$ cat src/rtl/tx_frame_arbiter_if.sv
`timescale 1ns/1ps
`default_nettype none
// +----------------------------------------------------------------------------+
// | Module      : tx_frame_arbiter_if                                          |
// | Description : AXIS bundle between NUM_PORTS frame sources, the arbiter and |
// |               the TX MAC slave port.                                       |
// | Revision    : 1.0 - initial release                                        |
// +----------------------------------------------------------------------------+
interface tx_frame_arbiter_if #(
   parameter int NUM_PORTS       = 4,
   parameter int AXIS_DATA_WIDTH = 32,
   parameter int AXIS_DATA_BYTES = AXIS_DATA_WIDTH/8
);
   logic [NUM_PORTS*AXIS_DATA_WIDTH-1:0] s_tx_tdata;
   logic [NUM_PORTS*AXIS_DATA_BYTES-1:0] s_tx_tkeep;
   logic [NUM_PORTS-1:0]                 s_tx_tvalid;
   logic [NUM_PORTS-1:0]                 s_tx_tlast;
   logic [NUM_PORTS-1:0]                 s_tx_tready;
   logic [AXIS_DATA_WIDTH-1:0]           m_tx_tdata;
   logic [AXIS_DATA_BYTES-1:0]           m_tx_tkeep;
   logic                                 m_tx_tvalid;
   logic                                 m_tx_tlast;
   logic                                 m_tx_tready;

   // Arbiter side: sinks the sources, drives the MAC.
   modport slave (
      input  s_tx_tdata, s_tx_tkeep, s_tx_tvalid, s_tx_tlast,
      output s_tx_tready,
      output m_tx_tdata, m_tx_tkeep, m_tx_tvalid, m_tx_tlast,
      input  m_tx_tready
   );

   // Environment side: the sources plus the MAC.
   modport master (
      output s_tx_tdata, s_tx_tkeep, s_tx_tvalid, s_tx_tlast,
      input  s_tx_tready,
      input  m_tx_tdata, m_tx_tkeep, m_tx_tvalid, m_tx_tlast,
      output m_tx_tready
   );
endinterface
`default_nettype wire

$ cat src/rtl/tx_frame_arbiter.sv
`timescale 1ns/1ps
`default_nettype none
// +----------------------------------------------------------------------------+
// | Module      : tx_frame_arbiter                                             |
// | Description : Frame-granular round-robin arbiter in front of the TX MAC    |
// |               AXIS slave; re-arbitrates only after a tlast handshake.      |
// |               Optional macro TX_ARB_STRICT_PRIO_EN gives port 0 strict     |
// |               priority over the round-robin ports.                         |
// | Revision    : 1.0 - initial release                                        |
// +----------------------------------------------------------------------------+
module tx_frame_arbiter #(
   parameter int NUM_PORTS       = 4,
   parameter int AXIS_DATA_WIDTH = 32,
   parameter int AXIS_DATA_BYTES = AXIS_DATA_WIDTH/8,
   parameter int MAX_BEATS       = 380
) (
   input  logic                  tx_clk,
   input  logic                  tx_rst,
   tx_frame_arbiter_if.slave     axis,
   output logic [NUM_PORTS-1:0]  grant,
   output logic                  busy,
   output logic                  oversize_error
);
   localparam int c_IDX_W = $clog2(NUM_PORTS);
   localparam int c_CNT_W = $clog2(MAX_BEATS + 2);
   localparam logic [c_CNT_W-1:0]   c_CNT_LIMIT = c_CNT_W'(MAX_BEATS);
   localparam logic [c_CNT_W-1:0]   c_CNT_SAT   = c_CNT_W'(MAX_BEATS + 1);
   localparam logic [c_IDX_W-1:0]   c_LAST_IDX  = c_IDX_W'(NUM_PORTS - 1);
   localparam logic [c_IDX_W:0]     c_NPORTS    = (c_IDX_W+1)'(NUM_PORTS);
   localparam logic [NUM_PORTS-1:0] c_ONE       = NUM_PORTS'(1);

   typedef enum logic [0:0] {
      ST_IDLE = 1'b0,
      ST_PASS = 1'b1
   } state_t;

   state_t                 r_state;
   logic [NUM_PORTS-1:0]   r_grant;
   logic [c_IDX_W-1:0]     r_gidx;
   logic [c_IDX_W-1:0]     r_rr_ptr;
   logic [c_CNT_W-1:0]     r_beat_cnt;
   logic                   r_busy;

   logic [c_IDX_W:0]       w_idx;
   logic [c_IDX_W-1:0]     w_sel;
   logic [c_IDX_W-1:0]     w_next_ptr;
   logic                   w_req_any;
   logic [AXIS_DATA_WIDTH-1:0] w_tdata;
   logic [AXIS_DATA_BYTES-1:0] w_tkeep;
   logic                   w_tvalid;
   logic                   w_tlast;
   logic                   w_hs;

   // Scan from the far end of the rotation back to rr_ptr so the last hit is the nearest requester.
   always_comb begin
      w_sel = '0;
      w_idx = '0;
      for (int k = NUM_PORTS - 1; k >= 0; k--) begin
         w_idx = {1'b0, r_rr_ptr} + (c_IDX_W+1)'(k);
         if (w_idx >= c_NPORTS) begin
            w_idx = w_idx - c_NPORTS;
         end
`ifdef TX_ARB_STRICT_PRIO_EN
         if ((w_idx[c_IDX_W-1:0] != '0) && axis.s_tx_tvalid[w_idx[c_IDX_W-1:0]]) begin
            w_sel = w_idx[c_IDX_W-1:0];
         end
`else
         if (axis.s_tx_tvalid[w_idx[c_IDX_W-1:0]]) begin
            w_sel = w_idx[c_IDX_W-1:0];
         end
`endif
      end
`ifdef TX_ARB_STRICT_PRIO_EN
      if (axis.s_tx_tvalid[0]) begin
         w_sel = '0;
      end
`endif
   end

   assign w_req_any  = |axis.s_tx_tvalid;
   assign w_next_ptr = (r_gidx == c_LAST_IDX) ? '0 : (r_gidx + c_IDX_W'(1));

   // Grant is one-hot and all-zero in IDLE, so the mux output is quiet between frames.
   always_comb begin
      w_tdata  = '0;
      w_tkeep  = '0;
      w_tvalid = 1'b0;
      w_tlast  = 1'b0;
      for (int i = 0; i < NUM_PORTS; i++) begin
         if (r_grant[i]) begin
            w_tdata  = axis.s_tx_tdata[i*AXIS_DATA_WIDTH +: AXIS_DATA_WIDTH];
            w_tkeep  = axis.s_tx_tkeep[i*AXIS_DATA_BYTES +: AXIS_DATA_BYTES];
            w_tvalid = axis.s_tx_tvalid[i];
            w_tlast  = axis.s_tx_tlast[i];
         end
      end
   end

   assign w_hs             = w_tvalid & axis.m_tx_tready;
   assign axis.m_tx_tdata  = w_tdata;
   assign axis.m_tx_tkeep  = w_tkeep;
   assign axis.m_tx_tvalid = w_tvalid;
   assign axis.m_tx_tlast  = w_tlast;
   assign axis.s_tx_tready = r_grant & {NUM_PORTS{axis.m_tx_tready}};
   assign grant            = r_grant;
   assign busy             = r_busy;
   // Flags the handshake of beat MAX_BEATS+1 itself; the counter saturates so it fires once per frame.
   assign oversize_error   = w_hs && (r_beat_cnt == c_CNT_LIMIT);

   always_ff @(posedge tx_clk or negedge tx_rst) begin
      if (!tx_rst) begin
         r_state    <= ST_IDLE;
         r_grant    <= '0;
         r_gidx     <= '0;
         r_rr_ptr   <= '0;
         r_beat_cnt <= '0;
         r_busy     <= 1'b0;
      end else begin
         case (r_state)
            ST_IDLE: begin
               if (w_req_any) begin
                  r_state    <= ST_PASS;
                  r_grant    <= c_ONE << w_sel;
                  r_gidx     <= w_sel;
                  r_busy     <= 1'b1;
                  r_beat_cnt <= '0;
               end
            end
            ST_PASS: begin
               if (w_hs && (r_beat_cnt != c_CNT_SAT)) begin
                  r_beat_cnt <= r_beat_cnt + c_CNT_W'(1);
               end
               if (w_hs && w_tlast) begin
                  r_state <= ST_IDLE;
                  r_grant <= '0;
                  r_busy  <= 1'b0;
`ifdef TX_ARB_STRICT_PRIO_EN
                  if (r_gidx != '0) begin
                     r_rr_ptr <= w_next_ptr;
                  end
`else
                  r_rr_ptr <= w_next_ptr;
`endif
               end
            end
            default: begin
               r_state <= ST_IDLE;
            end
         endcase
      end
   end
endmodule
`default_nettype wire

$ cat src/flat_wrapper.sv
// flat-port wrapper written by rule: the top's interface ports become plain ports
module tx_frame_arbiter_flat 
#(
   parameter int NUM_PORTS       = 4,
   parameter int AXIS_DATA_WIDTH = 32,
   parameter int AXIS_DATA_BYTES = AXIS_DATA_WIDTH/8,
   parameter int MAX_BEATS       = 380
)
  (tx_clk, tx_rst, grant, busy, oversize_error, axis_s_tx_tdata, axis_s_tx_tkeep, axis_s_tx_tvalid, axis_s_tx_tlast, axis_s_tx_tready, axis_m_tx_tdata, axis_m_tx_tkeep, axis_m_tx_tvalid, axis_m_tx_tlast, axis_m_tx_tready);
  tx_frame_arbiter_if #(.NUM_PORTS(NUM_PORTS), .AXIS_DATA_WIDTH(AXIS_DATA_WIDTH), .AXIS_DATA_BYTES(AXIS_DATA_BYTES)) axis_i ();
  input  logic tx_clk;
  input  logic tx_rst;
  output logic [NUM_PORTS-1:0] grant;
  output logic busy;
  output logic oversize_error;
  input wire logic [$bits(axis_i.s_tx_tdata)-1:0] axis_s_tx_tdata;
  input wire logic [$bits(axis_i.s_tx_tkeep)-1:0] axis_s_tx_tkeep;
  input wire logic [$bits(axis_i.s_tx_tvalid)-1:0] axis_s_tx_tvalid;
  input wire logic [$bits(axis_i.s_tx_tlast)-1:0] axis_s_tx_tlast;
  output wire logic [$bits(axis_i.s_tx_tready)-1:0] axis_s_tx_tready;
  output wire logic [$bits(axis_i.m_tx_tdata)-1:0] axis_m_tx_tdata;
  output wire logic [$bits(axis_i.m_tx_tkeep)-1:0] axis_m_tx_tkeep;
  output wire logic [$bits(axis_i.m_tx_tvalid)-1:0] axis_m_tx_tvalid;
  output wire logic [$bits(axis_i.m_tx_tlast)-1:0] axis_m_tx_tlast;
  input wire logic [$bits(axis_i.m_tx_tready)-1:0] axis_m_tx_tready;
  assign axis_i.s_tx_tdata = axis_s_tx_tdata;
  assign axis_i.s_tx_tkeep = axis_s_tx_tkeep;
  assign axis_i.s_tx_tvalid = axis_s_tx_tvalid;
  assign axis_i.s_tx_tlast = axis_s_tx_tlast;
  assign axis_s_tx_tready = axis_i.s_tx_tready;
  assign axis_m_tx_tdata = axis_i.m_tx_tdata;
  assign axis_m_tx_tkeep = axis_i.m_tx_tkeep;
  assign axis_m_tx_tvalid = axis_i.m_tx_tvalid;
  assign axis_m_tx_tlast = axis_i.m_tx_tlast;
  assign axis_i.m_tx_tready = axis_m_tx_tready;
  tx_frame_arbiter #(.NUM_PORTS(NUM_PORTS), .AXIS_DATA_WIDTH(AXIS_DATA_WIDTH), .AXIS_DATA_BYTES(AXIS_DATA_BYTES), .MAX_BEATS(MAX_BEATS)) u_core (.tx_clk(tx_clk), .tx_rst(tx_rst), .axis(axis_i), .grant(grant), .busy(busy), .oversize_error(oversize_error));
endmodule
$ cat config.mk
export PLATFORM = sky130hd
export DESIGN_NAME = tx_frame_arbiter_flat
export DESIGN_NICKNAME = d
export VERILOG_FILES = /design/src/rtl/tx_frame_arbiter_if.sv /design/src/rtl/tx_frame_arbiter.sv /design/src/flat_wrapper.sv
export SDC_FILE = /design/constraint.sdc
export NUM_CORES = 1
export LEC_CHECK = 0
export CELL_PAD_IN_SITES_DETAIL_PLACEMENT = 1
export CELL_PAD_IN_SITES_GLOBAL_PLACEMENT = 1
export CORE_MARGIN = 8
export CORE_UTILIZATION = 21
export DETAILED_ROUTE_END_ITERATION = 12
export PLACE_DENSITY = 0.92
export REMOVE_ABC_BUFFERS = 1
export SETUP_SLACK_MARGIN = 0.1
export SLEW_MARGIN = 20
export SYNTH_ARGS = -nofsm -noshare
export SYNTH_HDL_FRONTEND = slang
export SYNTH_SLANG_ARGS = --single-unit
$ cat constraint.sdc
create_clock -name tx_clk -period 2.4 [get_ports tx_clk]
set_input_delay 0.24 -clock tx_clk [delete_from_list [all_inputs] [get_ports tx_clk]]
set_output_delay 0.24 -clock tx_clk [all_outputs]
set_load 0.005 [all_outputs]
==> metrics.txt, run 1 <==
status=finished, final reports clean; max_cap viols=0; Crit Path Class=reg2out; std cell rows=38; Synth Area in Adders=0.02142; asr flop ratio synth=1.000; RSZ-0062 raised after global routing=true; register bit count reported by yosys=19; layout net count=652; post-synthesis sequential area ratio=0.2035; hold crit path type=in2async; total power=4.433 mW; die height=121.5 um; Cell Chain, Critical Path=a211oi_2 -> a211oi_4 -> buf_4 -> and4_1 -> clkdlybuf4s50_1; largest family of logic cells by synthesized area=compound AO/OA/AOI/OAI gates; Synth cell types=44; Worst R2R End=u_core.r_rr_ptr[1]; Fin. Hold Viols=0; clk_lat worst skew=0.26 ns; Detail Route Antenna Nets=0; vias in the first global route=3530; R2R Path Start=u_core.grant[1]; synthesized area per cell=7.892 um2; post-DR vias/cell=5.109; post-synthesis mux area share=0.04767; clock skew=0.01093 ns; I/O pin total=203; final worst-path cycle share=0.9885; actual slew at the worst max-slew pin=0.9203 ns; commonest cells after routing, fill and taps aside=clkdlybuf4s50_1 (188), nand2_1 (50), nor2b_1 (38); CP Data Arrival Time=2.13 ns; gr usage total=0.1800; layout cell share with drive strength beyond 1=0.09350; layout overhead on the synthesized area=99.62%; commonest non-fill, non-tap cell in the layout=clkdlybuf4s50_1; port bufs=202; Post-Route WL=13.81 mm; routability cong.=0.8458; Remaining DRCs=0; clock root buffer master=clkbuf_8; FF-to-FF path depth=5; Final WS setup=0.02752 ns; leakage=1.843 nW; Stages on worst setup path=5; final setup violation count=0; via count of the routed design=3234; pwr dens=950.7 nW/um2; yosys warns=0; CTS H-tree lvls=1; Compound-Gate Fraction of Synth Area=0.3417; Final min period=2.372 ns; Crit Path Max Fanout=6; Iter 0 DRT Violations=226; First-pass DRT Iterations=4; CTS tree=done; Reg clk slew, reported paths=0.08 ns; Largest delay share family, worst path=buffers and inverters; WP buf/inv=2; EDFF count, synth=0; Sink Count=19; CP max-delay cell=dfrtp_2; detailed placement HPWL=11.32 mm; routed length per placed instance=21.81 um; Die ar.=14760 um2; first-pass GRT wire length=20.91 mm; Die Wd=121.5 um; core area=10840 um2; max_slew headroom=0.3846; crit-path max cell delay=0.50 ns; Starting Density=0.2155; Max rail drop VDD=453.8 uV; initial antenna violation count=2; Clock Tree Buf Depth=2; Worst setup SP type=flop; xor-xnor portion of the synthesized cell area=0; Worst Path Required=2.16 ns; flop2flop setup slack=0.37 ns; grt ovf=0; crit path capture type=output pin; worst slack, placed=-0.01875 ns; Post-synth top flop=dfrtp_1; largest net degree at the start of global routing=52; Syn Inst Count=296; CTS buffer count=3; FMAX=0.4215 GHz; Slew Limit Fails=0; mapped cell area=2336 um2; Synth Area in Simple Gates=0.3080
how the worst max path moves through the flow:
stage                                    from            endpoint  slack [ns]
after CTS                     u_core.grant[1]      oversize_error        0.03
after detailed placement  axis_s_tx_tvalid[3]      oversize_error       -0.02
after global placement    axis_s_tx_tvalid[1]      oversize_error       -0.04
after floorplan               u_core.grant[3]  u_core.r_rr_ptr[0]       -0.66
after global routing          u_core.grant[1]      oversize_error       -0.03
final                         u_core.grant[1]      oversize_error        0.03
worst reg2reg max path, stage by stage (launching register included):
cell	delay [ns]
dfrtp_2	0.50
buf_4	0.18
nand3b_1	0.19
a211oi_4	0.34
and3_1	0.37
mux2_4	0.33
power breakdown:
group	switching, mW	internal, mW	total, mW	leakage [nW]
Sequential	0.175	0.435	0.609	0.238
Clock	0.109	0.115	0.224	0.0255
Combinational	1.57	2.03	3.60	1.58
cells by family (layout without fill, tap and decap cells):
logic type	count (synthesis)	count (layout)
buf+inv	39	235
compound gates	96	96
fa+ha+maj	4	4
other cells	0	1
simple gates	128	128
flops	19	19
mux	10	10
registers in the layout, summed over array words and instances, names as in the netlist:
name	count
u_core.r_beat_cnt	9
u_core.grant	4
u_core.r_gidx	2
u_core.r_rr_ptr	2
u_core.busy	1
u_core.r_state	1
timing repair:
item,4_1_cts,5_1_grt
pin swaps,1,2
buffers inserted,4,2
endpoints found under the hold margin,0,0
resized for setup,18,7
endpoints found under the setup margin,39,26
hold buffers,0,0
cloned,0,0
metrics by stage:
| step | instance area (um2) | hold slack, ns | std cells | setup TNS, ns | util |
|---|---|---|---|---|---|
| after floorplan | 2185 | -0.05559 | 265 | -19.78 | - |
| after global placement | 4524 | 0.4880 | 622 | -0.03660 | 0.4174 |
| after detailed placement | 4524 | 0.4904 | 622 | -0.01875 | 0.4174 |
| after CTS | 4623 | 0.5064 | 630 | 0 | 0.4265 |
| after global routing | 4663 | 0.5344 | 633 | -0.05042 | 0.4302 |
| final | 4663 | 0.4926 | 633 | 0 | 0.4302 |
cells in the mapped netlist (all sizes together) (2+ instances only):
library cell  count  area share
a2111oi           2       0.016
a211oi            5       0.020
a21oi             5       0.011
a221oi           35        0.13
a311oi            3       0.011
a32o              2      0.0086
a41o              3       0.013
and2              7       0.019
and3              4       0.011
and4              2      0.0075
buf              12       0.034
clkbuf           19       0.031
dfrtp            19        0.20
ha                4       0.021
inv               8       0.013
mux2              3       0.018
mux2i             7       0.030
nand2            50       0.080
nand3             4       0.013
nand3b            4       0.018
nand4             4       0.011
nor2              3      0.0048
nor2b            40        0.11
nor3              2      0.0043
nor3b             4       0.015
o21ai             2      0.0043
o31ai            35        0.11
o32ai             2      0.0075
area by class of cell:
cell class,count,area [um2]
clock buffer,3,41.29
fill,1275,6177
antenna,1,2.502
tap,140,175.2
multi-input combinational,238,1723
inverter,8,30.03
timing repair buffer,223,2206
clock inverter,1,5.005
sequential,19,480.5
metal layers:
| layer | share of wire | GRT usage |
|---|---|---|
| met2 | 0.50 | 0.3219 |
| met1 | 0.38 | 0.1993 |
| met3 | 0.091 | 0.05305 |
| met5 | 0.00094 | 0 |
| met4 | 0.034 | 0.05783 |
Note: power is estimated with default switching activity, not from simulation.
==> run 2: changes to the inputs <==
- CORE_UTILIZATION: 21 -> 42
- DONT_BUFFER_PORTS: default -> 1
- PLACE_DENSITY: 0.92 -> 0.9
==> run 2 against run 1 <==
  * Clock skew down 0.0064 ns
  * Core utilization up 2.6 points
  * Wire length down 30%
  * Die area down 44%
  * Critical endpoint is now axis_m_tx_tdata[0]
  * Largest cell class is now multi-input combinational cells
  * Highest routed layer is now met4
==> metrics.txt, run 2 (synthesis gave the netlist of run 1 again) <==
die height=90.58 um (was 121.5 um); Detail Route Antenna Nets=0 (unchanged); RSZ-0062 raised after global routing=false (was true); routed length per placed instance=26.90 um (was 21.81 um); Crit Path Class=reg2out (unchanged); Die Wd=90.58 um (was 121.5 um); max reg flops=9 (unchanged); Clock Tree Buf Depth=2 (unchanged); layout cell share with drive strength beyond 1=0.1250 (was 0.09350); detailed placement HPWL=7.849 mm (was 11.32 mm); layout net count=448 (was 652); pwr dens=1234 nW/um2 (was 950.7 nW/um2); final setup violation count=0 (unchanged); layout overhead on the synthesized area=6.267% (was 99.62%); gr usage total=0.2169 (was 0.1800); via count of the routed design=2463 (was 3234); Post-Route WL=9.683 mm (was 13.81 mm); crit-path max cell delay=0.57 ns (was 0.50 ns); crit path capture type=output pin (unchanged); Slew Limit Fails=0 (unchanged); Worst Path Required=2.16 ns (about the same); final worst-path cycle share=0.9271 (was 0.9885); Remaining DRCs=0 (unchanged); commonest non-fill, non-tap cell in the layout=nand2_1 (was clkdlybuf4s50_1); post-cts resize count=0 (was 18); Inserted Diodes=0 (was 1); Crit Path Max Fanout=35 (was 6); clock root buffer master=clkbuf_8 (unchanged); leakage=0.9487 nW (was 1.843 nW); Starting Density=0.4295 (was 0.2155); Reg with most FFs=u_core.r_beat_cnt (unchanged); clk_lat worst skew=0.26 ns (about the same); commonest cells after routing, fill and taps aside=nand2_1 (50), nor2b_1 (38), a221oi_1 (35), o31ai_1 (35) (was clkdlybuf4s50_1 (188), nand2_1 (50), nor2b_1 (38)); total power=3.063 mW (was 4.433 mW); max_slew headroom=0.4052 (was 0.3846); First-pass DRT Iterations=4 (unchanged); Max rail drop VDD=524.0 uV (was 453.8 uV); Fin Setup TNS=0 ns (unchanged); Final min period=2.225 ns (was 2.372 ns); port bufs=0 (was 202); CTS tree=done (unchanged); largest net degree at the start of global routing=55 (was 52); Reg clk slew, reported paths=0.08 ns (about the same); actual slew at the worst max-slew pin=0.8893 ns (was 0.9203 ns); CTS H-tree lvls=1 (unchanged); Fin. Hold Viols=0 (unchanged); I/O pin total=203 (unchanged); initial antenna violation count=0 (was 2); Iter 0 DRT Violations=99 (was 226); post-DR vias/cell=6.842 (was 5.109); clock skew=0.004580 ns (was 0.01093 ns); Cell Chain, Critical Path=nor2b_2 -> buf_12 -> a221oi_1 -> o31ai_1 -> buf_4 (was a211oi_2 -> a211oi_4 -> buf_4 -> and4_1 -> clkdlybuf4s50_1); Sink Count=19 (unchanged); Worst setup SP type=flop (unchanged); CP max-delay cell=dfrtp_1 (was dfrtp_2); grt ovf=0 (unchanged); FMAX=0.4494 GHz (was 0.4215 GHz); status=finished, final reports clean (unchanged); Die ar.=8205 um2 (was 14760 um2); max_cap viols=0 (unchanged); first-pass GRT wire length=14.67 mm (was 20.91 mm); hold crit path type=in2reg (was in2async); CTS buffer count=3 (unchanged); CP Data Arrival Time=1.99 ns (was 2.13 ns); routability cong.=0.9527 (was 0.8458); std cell rows=27 (was 38); core area=5439 um2 (was 10840 um2); vias in the first global route=2550 (was 3530)
==> run 2: changes by cell type in the layout (fill, tap and decap cells not counted), moves of 3 or more <==
| cell | change |
|---|---|
| dlymetal6s2s_1 | -4 |
| o31ai_1 | +3 |
| o31ai_2 | -3 |
| clkdlybuf4s50_1 | -188 |
| dlygate4sd2_1 | -10 |
==> run 2: stage by stage <==
stage	setup slack (ns)	util	hold slack [ns]	cells	cell area, um2
after global placement	0.5214	0.4463	-0.05491	355	2427
after detailed placement	0.4449	0.4463	-0.05486	355	2427
after global routing	0.1616	0.4564	0.3129	360	2482
after floorplan	-0.6610	-	-0.05559	265	2185
after CTS	0.2219	0.4564	0.2996	360	2482
final	0.1749	0.4564	0.3052	360	2482
==> run 2: worst paths after layout <==
check | from | endpoint | slack, ns | depth (start not counted)
max reg2reg | u_core.grant[3] | u_core.r_rr_ptr[0] | 0.42 | 5
min | axis_s_tx_tvalid[1] | u_core.r_state | 0.31 | 3
max | u_core.grant[0] | axis_m_tx_tdata[0] | 0.17 | 5
min reg2reg | u_core.r_gidx[1] | u_core.r_gidx[1] | 0.52 | 1
min in group asynchronous | tx_rst | u_core.r_beat_cnt[2] | 0.55 | 1
max in group asynchronous | tx_rst | u_core.grant[3] | 1.24 | 1
==> run 2: cell type report <==
| type | count | area (um2) |
|---|---|---|
| fill | 662 | 2957 |
| inverter | 8 | 30.03 |
| clock buffer | 4 | 45.04 |
| timing repair buffer | 19 | 157.7 |
| tap | 72 | 90.09 |
| multi-input combinational | 238 | 1682 |
| sequential | 19 | 478.0 |
==> run 2: power breakdown <==
part | switching (mW) | leakage, nW | total [mW] | internal, mW
Clock | 0.110 | 0.0228 | 0.228 | 0.118
Combinational | 1.25 | 0.685 | 2.24 | 0.990
Sequential | 0.164 | 0.241 | 0.596 | 0.431
Total | 1.52 | 0.949 | 3.06 | 1.54
==> run 2: routing by layer <==
metal  global-route usage  routed length [um]
met2               0.4050                5178
met3              0.05237                 645
met4              0.05409                 196
met5                    0                   0
met1               0.2366                3662
==> run 2: repair_timing <==
| item | in CTS | in global routing |
|---|---|---|
| buffers inserted | 0 | 0 |
| endpoints found under the hold margin | 19 | 0 |
| setup endpoints to repair | 0 | 0 |
| hold buffers | 1 | 0 |
==> run 2: critical path: cells and delay by family, from the launching register on <==
kind	cells	cell delay [ns]
buf+inv	2	0.40
compound gates	2	0.47
simple gates	1	0.27
flops	1	0.57
==> run 3: changes to the inputs <==
- CAP_MARGIN: default -> 15
- HOLD_SLACK_MARGIN: default -> 0.12
==> results of run 3 <==
No change in the layout: final DEF, timing and power equal those of run 2.
